--- src/rtl/mem_port_arbiter.sv ---
// mem_port_arbiter: shares one cache-line memory port between the
// instruction-fetch path (I-cache miss reads) and the data path (D-cache
// miss reads and writebacks). One transaction at a time goes through a
// three-state FSM, and its response is steered back to the requester that
// owns it.
//
// A fetch flush cancels delivery of an instruction fill that is in flight.
// The memory side still finishes normally, but i_resp is never raised for
// that fill.
//
// Optional feature: define MEM_ARB_ROUND_ROBIN_EN to alternate between the
// two requesters when both are pending. Without it, the data path always
// wins a tie.
module mem_port_arbiter #(
    parameter int LINE_W = 256,
    parameter int ADDR_W = 32
) (
    input  logic              clk,
    input  logic              rst,
    input  logic              i_read,
    input  logic [ADDR_W-1:0] i_addr,
    output logic [LINE_W-1:0] i_rdata,
    output logic              i_resp,
    input  logic              flush,
    input  logic              d_read,
    input  logic              d_write,
    input  logic [ADDR_W-1:0] d_addr,
    input  logic [LINE_W-1:0] d_wdata,
    output logic [LINE_W-1:0] d_rdata,
    output logic              d_resp,
    output logic              mem_read,
    output logic              mem_write,
    output logic [ADDR_W-1:0] mem_addr,
    output logic [LINE_W-1:0] mem_wdata,
    input  logic [LINE_W-1:0] mem_rdata,
    input  logic              mem_resp
);

    typedef enum logic [1:0] {
        IDLE   = 2'd0,
        I_BUSY = 2'd1,
        D_BUSY = 2'd2
    } state_t;

    state_t            state;
    logic [ADDR_W-1:0] addr_q;
    logic [LINE_W-1:0] wdata_q;
    logic              drop;
    logic              i_req;
    logic              d_req;
    logic              grant_i;
    logic              grant_d;

    assign i_req = i_read;
    assign d_req = d_read | d_write;

`ifdef MEM_ARB_ROUND_ROBIN_EN
    // Set when the data side should win the next tie. It comes out of reset
    // favouring data and flips toward whichever side was not just served.
    logic favour_d;

    assign grant_d = d_req && (!i_req || favour_d);
    assign grant_i = i_req && !grant_d;

    // Move the pointer on every grant, including grants where only one side was requesting.
    always_ff @(posedge clk or posedge rst) begin
        if (rst) begin
            favour_d <= 1'b1;
        end else if (state == IDLE && (grant_d || grant_i)) begin
            favour_d <= grant_i;
        end
    end
`else
    // Fixed priority: the data path always beats instruction fetch.
    assign grant_d = d_req;
    assign grant_i = i_req && !grant_d;
`endif

    // Main FSM. It grants a requester, latches that transaction, and holds the memory strobes until mem_resp.
    always_ff @(posedge clk or posedge rst) begin
        if (rst) begin
            state     <= IDLE;
            addr_q    <= '0;
            wdata_q   <= '0;
            drop      <= 1'b0;
            mem_read  <= 1'b0;
            mem_write <= 1'b0;
        end else begin
            case (state)
                IDLE: begin
                    if (grant_d) begin
                        state     <= D_BUSY;
                        addr_q    <= d_addr;
                        wdata_q   <= d_wdata;
                        mem_read  <= !d_write;
                        mem_write <= d_write;
                    end else if (grant_i) begin
                        state     <= I_BUSY;
                        addr_q    <= i_addr;
                        mem_read  <= 1'b1;
                        mem_write <= 1'b0;
                        drop      <= flush;
                    end
                end
                I_BUSY: begin
                    if (mem_resp) begin
                        state    <= IDLE;
                        mem_read <= 1'b0;
                        drop     <= 1'b0;
                    end else if (flush) begin
                        drop <= 1'b1;
                    end
                end
                D_BUSY: begin
                    if (mem_resp) begin
                        state     <= IDLE;
                        mem_read  <= 1'b0;
                        mem_write <= 1'b0;
                    end
                end
                default: begin
                    state     <= IDLE;
                    mem_read  <= 1'b0;
                    mem_write <= 1'b0;
                    drop      <= 1'b0;
                end
            endcase
        end
    end

    assign mem_addr  = addr_q;
    assign mem_wdata = wdata_q;

    // A flush that arrives in the same cycle as the memory response must
    // also suppress i_resp. That is why the live flush input is included
    // here along with the drop bit.
    assign i_resp  = (state == I_BUSY) && mem_resp && !drop && !flush;
    assign i_rdata = (state == I_BUSY) ? mem_rdata : '0;
    assign d_resp  = (state == D_BUSY) && mem_resp;
    assign d_rdata = (state == D_BUSY) ? mem_rdata : '0;

endmodule
--- config.mk ---
export PLATFORM = sky130hd
export DESIGN_NAME = mem_port_arbiter
export DESIGN_NICKNAME = d
export VERILOG_FILES = /design/src/rtl/mem_port_arbiter.sv
export SDC_FILE = /design/constraint.sdc
export NUM_CORES = 1
export LEC_CHECK = 0
export ABC_AREA = 1
export CORE_AREA = 2 2 541 543
export CTS_CLUSTER_SIZE = 8
export DETAILED_ROUTE_END_ITERATION = 8
export DIE_AREA = 0 0 543 545
export RECOVER_POWER = 100
export SYNTH_ARGS = -nofsm -noshare
export SYNTH_HDL_FRONTEND = slang
export SYNTH_SLANG_ARGS = --single-unit
export TNS_END_PERCENT = 10
--- constraint.sdc ---
create_clock -name clk -period 10 [get_ports clk]
set_input_delay 1 -clock clk [delete_from_list [all_inputs] [get_ports clk]]
set_output_delay 1 -clock clk [all_outputs]
set_load 0.02 [all_outputs]
==> qor.yml, run 1 <==
logic_synthesis:
  synth-seq-cells: 293
  synth.distinct_cells: 19
  synth_nets: 3044
  synth_area_leader_cell: "dfrtp_1"
  synth.avg_cell_area_sq_um: 6.397
  synth_area_leaders: "dfrtp_1, nand2_1, inv_1, buf_2, o21ai_0"
  synth_area_sq_um: 15710
  synthCells: 2456
  yosys.area.top_type_share_pct: 46.67
  seq_area_frac_synth_pct: 46.67
  ys_warn_count: 0
clock_tree:
  cts_tree: "yes"
  postCtsSetupBuffers: 0
  cts_sinks: 293
  htree_levels: 2
  cts_hold_buffers: 0
  worstSkewPairLatency_ns: 0.61
  cts_buffers: 44
  clockBufferDepth: 3
  cts_root_buf: "clkbuf_16"
  clk_pin_slew_ns: 0.05
  cts-resized-gates: 0
critical_path:
  cp_data_arrival_time_ns: 7.52
  endpoint_kind: "register"
  start_kind: "primary input"
  worstPathRequired_ns: 10.55
  crit_fanout: 81
  path_class: "primary input to register"
pwr:
  power.density_nw_per_um2: 285.4
  leakage_nw: 19.39
  ir_drop_uv: 213.7
global_route:
  grt_pass1_vias: 19380
  antenna_found_initial: 163
  grt_pass1_wl_mm: 239.9
  grt_util_all_layers_pct: 12.98
  grt_max_degree: 156
  grt_overflow: 0
floorplanning:
  die_w_microns: 543
  ios: 1387
  start_util_pct: 5.416
  rows: 198
  die_area_sq_um: 295900
  core-area_sq_um: 290100
  die_h_microns: 545
timing:
  fin_crit_sh_pct: 69.63
  relSlewSlack_pct: -259.3
  setup_viol: 0
  timing.final.ws_setup_ns: 3.037
  grt_setup_unrepaired: "false"
  fin_crit_ns: 6.963
  slew_viol_final: 646
  fin_hold_ws_ns: 0.4613
  tightest_slew_ns: 5.361
  setup_tns_ns: 0
  max_clock_freq_ghz: 0.1436
  hold_viol: 0
  skew_ns: 0.03068
final_layout:
  regArea_sq_um: 7332
  fillCellCount: 33690
  fin_util_pct: 12.14
  area_growth_pct: 124.2
  nNetsFinal: 4364
  multi_input_area_sq_um: 5678
  stdcell_area_sq_um: 35230
  drive_above_1_share_pct: 1.718
min_path:
  min_path_type: "register to register"
drt:
  avgRoutedWirePerCell_microns: 26.01
  antenna_left: 0
  wl_mm: 200.3
  vias: 20420
  first_pass_iters: 7
  remaining_drc_errors: 0
  vias_per_cell: 2.651
  drtIter0Drc: 1433
place:
  portBuffers: 1386
  gp_congestion: 0.9626
  dp_hpwl_mm: 180.1
  place_area_sq_um: 34030
  place_ws_ns: 5.443
job:
  max_cap_viol_count: 9
outcome:
  outcome: "finished, violations left"
  violations: "capacitance limit, slew limit"
## power breakdown
group	switching, W	total, W	leakage [nW]	internal, W
clock network	0.000637	0.00146	0.602	0.000821
registers	0.000318	0.00209	3.59	0.00177
logic	0.00445	0.00651	15.2	0.00205
## area by class of cell
| cell class | count | area share [%] |
|---|---|---|
| timing repair buffer | 1401 | 39.67 |
| sequential | 293 | 20.81 |
| clock buffer | 47 | 3.186 |
| inverter | 554 | 5.910 |
| multi-input combinational | 1482 | 16.12 |
| clock inverter | 7 | 0.3232 |
| antenna | 18 | 0.1279 |
| tap | 3900 | 13.85 |
## path summary, 6_finish.rpt
kind	from	slack, ns	to	depth (start not counted)
max in group asynchronous	rst	4.83	mem_addr[25]	3
setup / recovery	d_write	3.04	mem_wdata[206]	8
hold / removal	mem_wdata[4]	0.46	mem_wdata[4]	2
setup reg to reg	state[0]	3.24	mem_wdata[206]	9
hold reg to reg	mem_wdata[4]	0.46	mem_wdata[4]	2
min in group asynchronous	rst	2.50	mem_wdata[43]	2
## cells in the mapped netlist
| cell type | number |
|---|---|
| dfrtp_1 | 293 |
| nor2_4 | 1 |
| inv_1 | 552 |
| clkbuf_1 | 18 |
| o21ai_1 | 1 |
| nor3_1 | 1 |
| inv_2 | 2 |
| a21oi_4 | 1 |
| a21oi_1 | 3 |
| nand2_1 | 1426 |
| ha_1 | 5 |
| buf_2 | 102 |
| buf_1 | 6 |
| nand3_1 | 3 |
| nor3b_1 | 1 |
| buf_6 | 1 |
| o21ai_0 | 36 |
| nor2_2 | 1 |
| nor2_1 | 3 |
## cells in the final DEF, fill, tap and decap left out
master           netlist  routed
clkbuf_2               0       1
nand3_1                3       3
clkinv_2               0       2
nor3_1                 1       1
buf_12                 0       2
a21oi_4                1       1
o21ai_0               36      37
clkinvlp_2             0       2
clkbuf_8               0       1
dlygate4sd3_1          0     798
inv_16                 0       1
nand2_1             1426    1426
clkdlybuf4s50_1        0     586
diode_2                0      18
clkbuf_1              18       9
buf_4                  0       7
nor2_1                 3       5
a21oi_1                3       3
ha_1                   5       5
clkinvlp_4             0       1
bufinv_16              0       1
clkinv_8               0       1
nor3b_1                1       1
clkinv_16              0       1
clkbuf_16              0      44
dfrtp_1              293     293
inv_1                552     552
## registers in the layout, summed over array words and instances (netlist names)
signal and flops:
mem_addr 32, drop 1, mem_wdata 256, state 2, mem_write 1, mem_read 1
## metal layers
| metal | track usage [%] | wire [microns] | vias up |
|---|---|---|---|
| met5 | 0 | 95 | - |
| met4 | 3.106 | 6155 | 18 |
| met3 | 9.222 | 33620 | 358 |
| met2 | 21.54 | 91540 | 1347 |
| met1 | 13.08 | 68900 | 9238 |
| li1 | - | - | 9460 |
## logic make-up after synthesis
group / Yosys count / synth area share (%)
AO/OA/AOI/OAI: 41 / 1.378
AND/OR/NAND/NOR: 1436 / 34.43
adder cells (fa/ha/maj): 5 / 0.3982
flip-flops: 293 / 46.67
buffers and inverters: 681 / 17.13
## metrics by stage
stage / power, W / cells
final: 0.01005 / 7702
after global routing: 0.01087 / 7695
after CTS: 0.01065 / 7684
after detailed placement: 0.009084 / 7630
after global placement: 0.009098 / 7630
after floorplan: 0.004847 / 2456
## worst max-delay path, stage by stage
cell and delay, ns:
dlygate4sd3_1 0.59, nor2_1 0.09, nor2_1 0.16, clkbuf_1 1.21, clkbuf_1 2.32, clkbuf_2 1.62, nand2_1 0.14, nand2_1 0.13
No activity file was read; power rests on OpenSTA's default activity.
==> inputs of run 2 (changes only) <==
==> constraint.sdc (replaced) <==
create_clock -name clk -period 6.7 [get_ports clk]
set_input_delay 0.67 -clock clk [delete_from_list [all_inputs] [get_ports clk]]
set_output_delay 0.67 -clock clk [all_outputs]
set_load 0.02 [all_outputs]
==> run 2 against run 1 <==
Effect of this change:
- the flow still finishes with violations (capacitance limit, slew limit)
- sequential power grew 50%
- final cell count grew 0.13%
- clock skew is 0.0051 ns lower
- core utilization hardly changed
- die area did not move
- critical path depth is 2 lower
- final area rose by 0.37%
- routed wire length fell by 0.95%
- setup slack got worse by 1.7 ns
- first-iteration DRC count down 0.56%
- non-clock buffer count up 7
- critical endpoint is now d_rdata[239]
- highest routed layer unchanged
==> qor.yml, run 2 (synthesized netlist as in run 1, its figures left out) <==
critical_path:
  path_class: "register to output pin"  # was primary input to register
  slowest_stage: "ha_1"  # was clkbuf_1
  cp_cell_sequence: "inv_1 > ha_1 > clkbuf_1 > nand2_1 > inv_1 > dlygate4sd3_1"  # was dlygate4sd3_1 > nor2_1 > nor2_1 > clkbuf_1 > clkbuf_1 > clkbuf_2 > nand2_1 > nand2_1
  endpoint_kind: "output pin"  # was register
  cpMostUsedCell: "inv_1"
  cpPeakStageDelay_ns: 1.35  # was 2.32 ns
  worstPathRequired_ns: 6.03  # was 10.55 ns
  start_kind: "register"  # was primary input
  crit_buf_inv: 4  # unchanged
  crit_fanout: 36  # was 81
  timing.rr.start: "state[0]"  # unchanged
  cp_data_arrival_time_ns: 4.68  # was 7.52 ns
  critPathTopFamily: "buffers and inverters"  # unchanged
  cp-startpoint: "state[0]"  # was d_write
floorplanning:
  die_h_microns: 545  # unchanged
  core-area_sq_um: 290100  # unchanged
  ios: 1387  # unchanged
  start_util_pct: 5.416  # unchanged
  rows: 198  # unchanged
  die_area_sq_um: 295900  # unchanged
  die_w_microns: 543  # unchanged
place:
  place_inst: 7637  # was 7630
  portBuffers: 1386  # unchanged
  dp_hpwl_mm: 179.0  # was 180.1 mm
  gp_congestion: 0.9805  # was 0.9626
outcome:
  outcome: "finished, violations left"  # unchanged
  violations: "capacitance limit, slew limit"  # unchanged
timing:
  setup_viol: 0  # unchanged
  tightest_slew_ns: 2.165  # was 5.361 ns
  relSlewSlack_pct: -45.10  # was -259.3%
  fin_crit_ns: 5.346
  slew_viol_final: 147  # was 646
  setup_tns_ns: 0  # unchanged
  fin_crit_sh_pct: 79.79
  grt_setup_unrepaired: "false"  # unchanged
  skew_ns: 0.02556  # was 0.03068 ns
  max_clock_freq_ghz: 0.1871
  hold_viol: 0  # unchanged
global_route:
  grt_overflow: 0  # unchanged
  grt_pass1_wl_mm: 238.9  # was 239.9 mm
  antenna_found_initial: 136  # was 163
  grt_pass1_vias: 19770  # was 19380
  grt_max_degree: 153  # was 156
  grt_util_all_layers_pct: 12.84  # was 12.98%
drt:
  wl_mm: 198.4  # was 200.3 mm
  first_pass_iters: 5  # was 7
  remaining_drc_errors: 0  # unchanged
  vias: 20550  # was 20420
  vias_per_cell: 2.665  # was 2.651
  antenna_left: 0  # unchanged
  avgRoutedWirePerCell_microns: 25.73  # was 26.01 microns
  drtIter0Drc: 1425  # was 1433
min_path:
  min_path_type: "register to register"  # unchanged
  hold_start: "mem_wdata[20]"  # was mem_wdata[4]
pwr:
  leakage_nw: 19.42  # was 19.39 nW
  ir_drop_uv: 290.4  # was 213.7 uV
  power.density_nw_per_um2: 423.8  # was 285.4 nW/um^2
final_layout:
  largest_register_ffs: 256  # unchanged
  layout_commonest_cell: "nand2_1"  # unchanged
  area_growth_pct: 125.1  # was 124.2%
  layout_common_cells: "nand2_1, dlygate4sd3_1, clkdlybuf4s50_1, inv_1, dfrtp_1"  # unchanged
  fillCellCount: 33600  # was 33690
  drive_above_1_share_pct: 1.872  # was 1.718%
  layout.cells.non_filler: 7712  # was 7702
  nNetsFinal: 4371  # was 4364
clock_tree:
  cts_hold_buffers: 0  # unchanged
  cts_root_buf: "clkbuf_16"  # unchanged
  clockBufferDepth: 3  # unchanged
  htree_levels: 2  # unchanged
  cts_buffers: 44  # unchanged
  worstSkewPairLatency_ns: 0.63  # was 0.61 ns
  cts_sinks: 293  # unchanged
  cts_tree: "yes"  # unchanged
  cts-resized-gates: 0  # unchanged
  postCtsSetupBuffers: 0  # unchanged
  clk_pin_slew_ns: 0.05  # about the same
job:
  max_cap_viol_count: 4  # was 9
[run 2: changes by cell type in the layout (fill, tap and decap cells not counted), sizes merged]
cell           previous run  this run
clkdlybuf4s50           586       594
dlygate4sd3             798       791
clkbuf                   55        60
buf                       9        11
clkinvlp                  3         1
diode                    18        20
inv                     553       555
bufinv                    1         2
clkinv                    4         3
[run 2: final cells by class]
| class | instances | area (sq um) | share of cell area, % |
|---|---|---|---|
| inverters | 554 | 2088 | 5.906 |
| repair buffers | 1408 | 14070 | 39.78 |
| clock buffers | 48 | 1126 | 3.185 |
| clock inverters | 7 | 115.1 | 0.3255 |
| well taps | 3900 | 4880 | 13.80 |
| flip-flops and latches | 293 | 7332 | 20.74 |
| multi-input cells | 1482 | 5700 | 16.12 |
| diodes | 20 | 50.05 | 0.1415 |
[run 2: report_power, final]
part | switching [W] | internal [W]
clock network | 0.000926 | 0.00126
logic | 0.00667 | 0.00299
registers | 0.000495 | 0.00264
[run 2: metrics by stage]
step	hold WS, ns	setup slack (ns)	area [sq um]	power (W)	util, %
after global routing	0.4763	1.188	35340	0.01610	12.18
after floorplan	0.4429	2.141	15720	0.007235	-
after global placement	0.4522	3.063	34130	0.01362	11.76
final	0.4591	1.354	35360	0.01499	12.19
after CTS	0.4700	2.403	35370	0.01593	12.19
after detailed placement	0.4582	3.092	34130	0.01359	11.76
[run 2: final timing paths]
| path | slack (ns) | to | cells past startpoint |
|---|---|---|---|
| setup / recovery | 1.35 | d_rdata[239] | 6 |
| hold / removal | 0.46 | mem_wdata[20] | 2 |
| setup reg to reg | 2.41 | mem_wdata[221] | 8 |
| hold reg to reg | 0.46 | mem_wdata[20] | 2 |
| min in group asynchronous | 1.06 | mem_wdata[232] | 2 |
| max in group asynchronous | 3.98 | mem_wdata[206] | 3 |
[run 2: worst register-to-register path, stage by stage, from the launching register on]
cell and delay, ns:
dfrtp_1 0.44, inv_1 0.13, ha_1 0.25, inv_2 0.09, nor2_4 0.09, clkbuf_1 1.44, clkbuf_2 1.31, nand2_1 0.32
nand2_1 0.15
[run 2: layer usage]
layer	GRT usage [%]	wire length, microns	vias to the layer above
met5	0	84	-
met2	20.96	89830	1290
met3	7.687	27930	350
li1	-	-	9456
met4	4.342	7754	14
met1	13.63	72810	9442
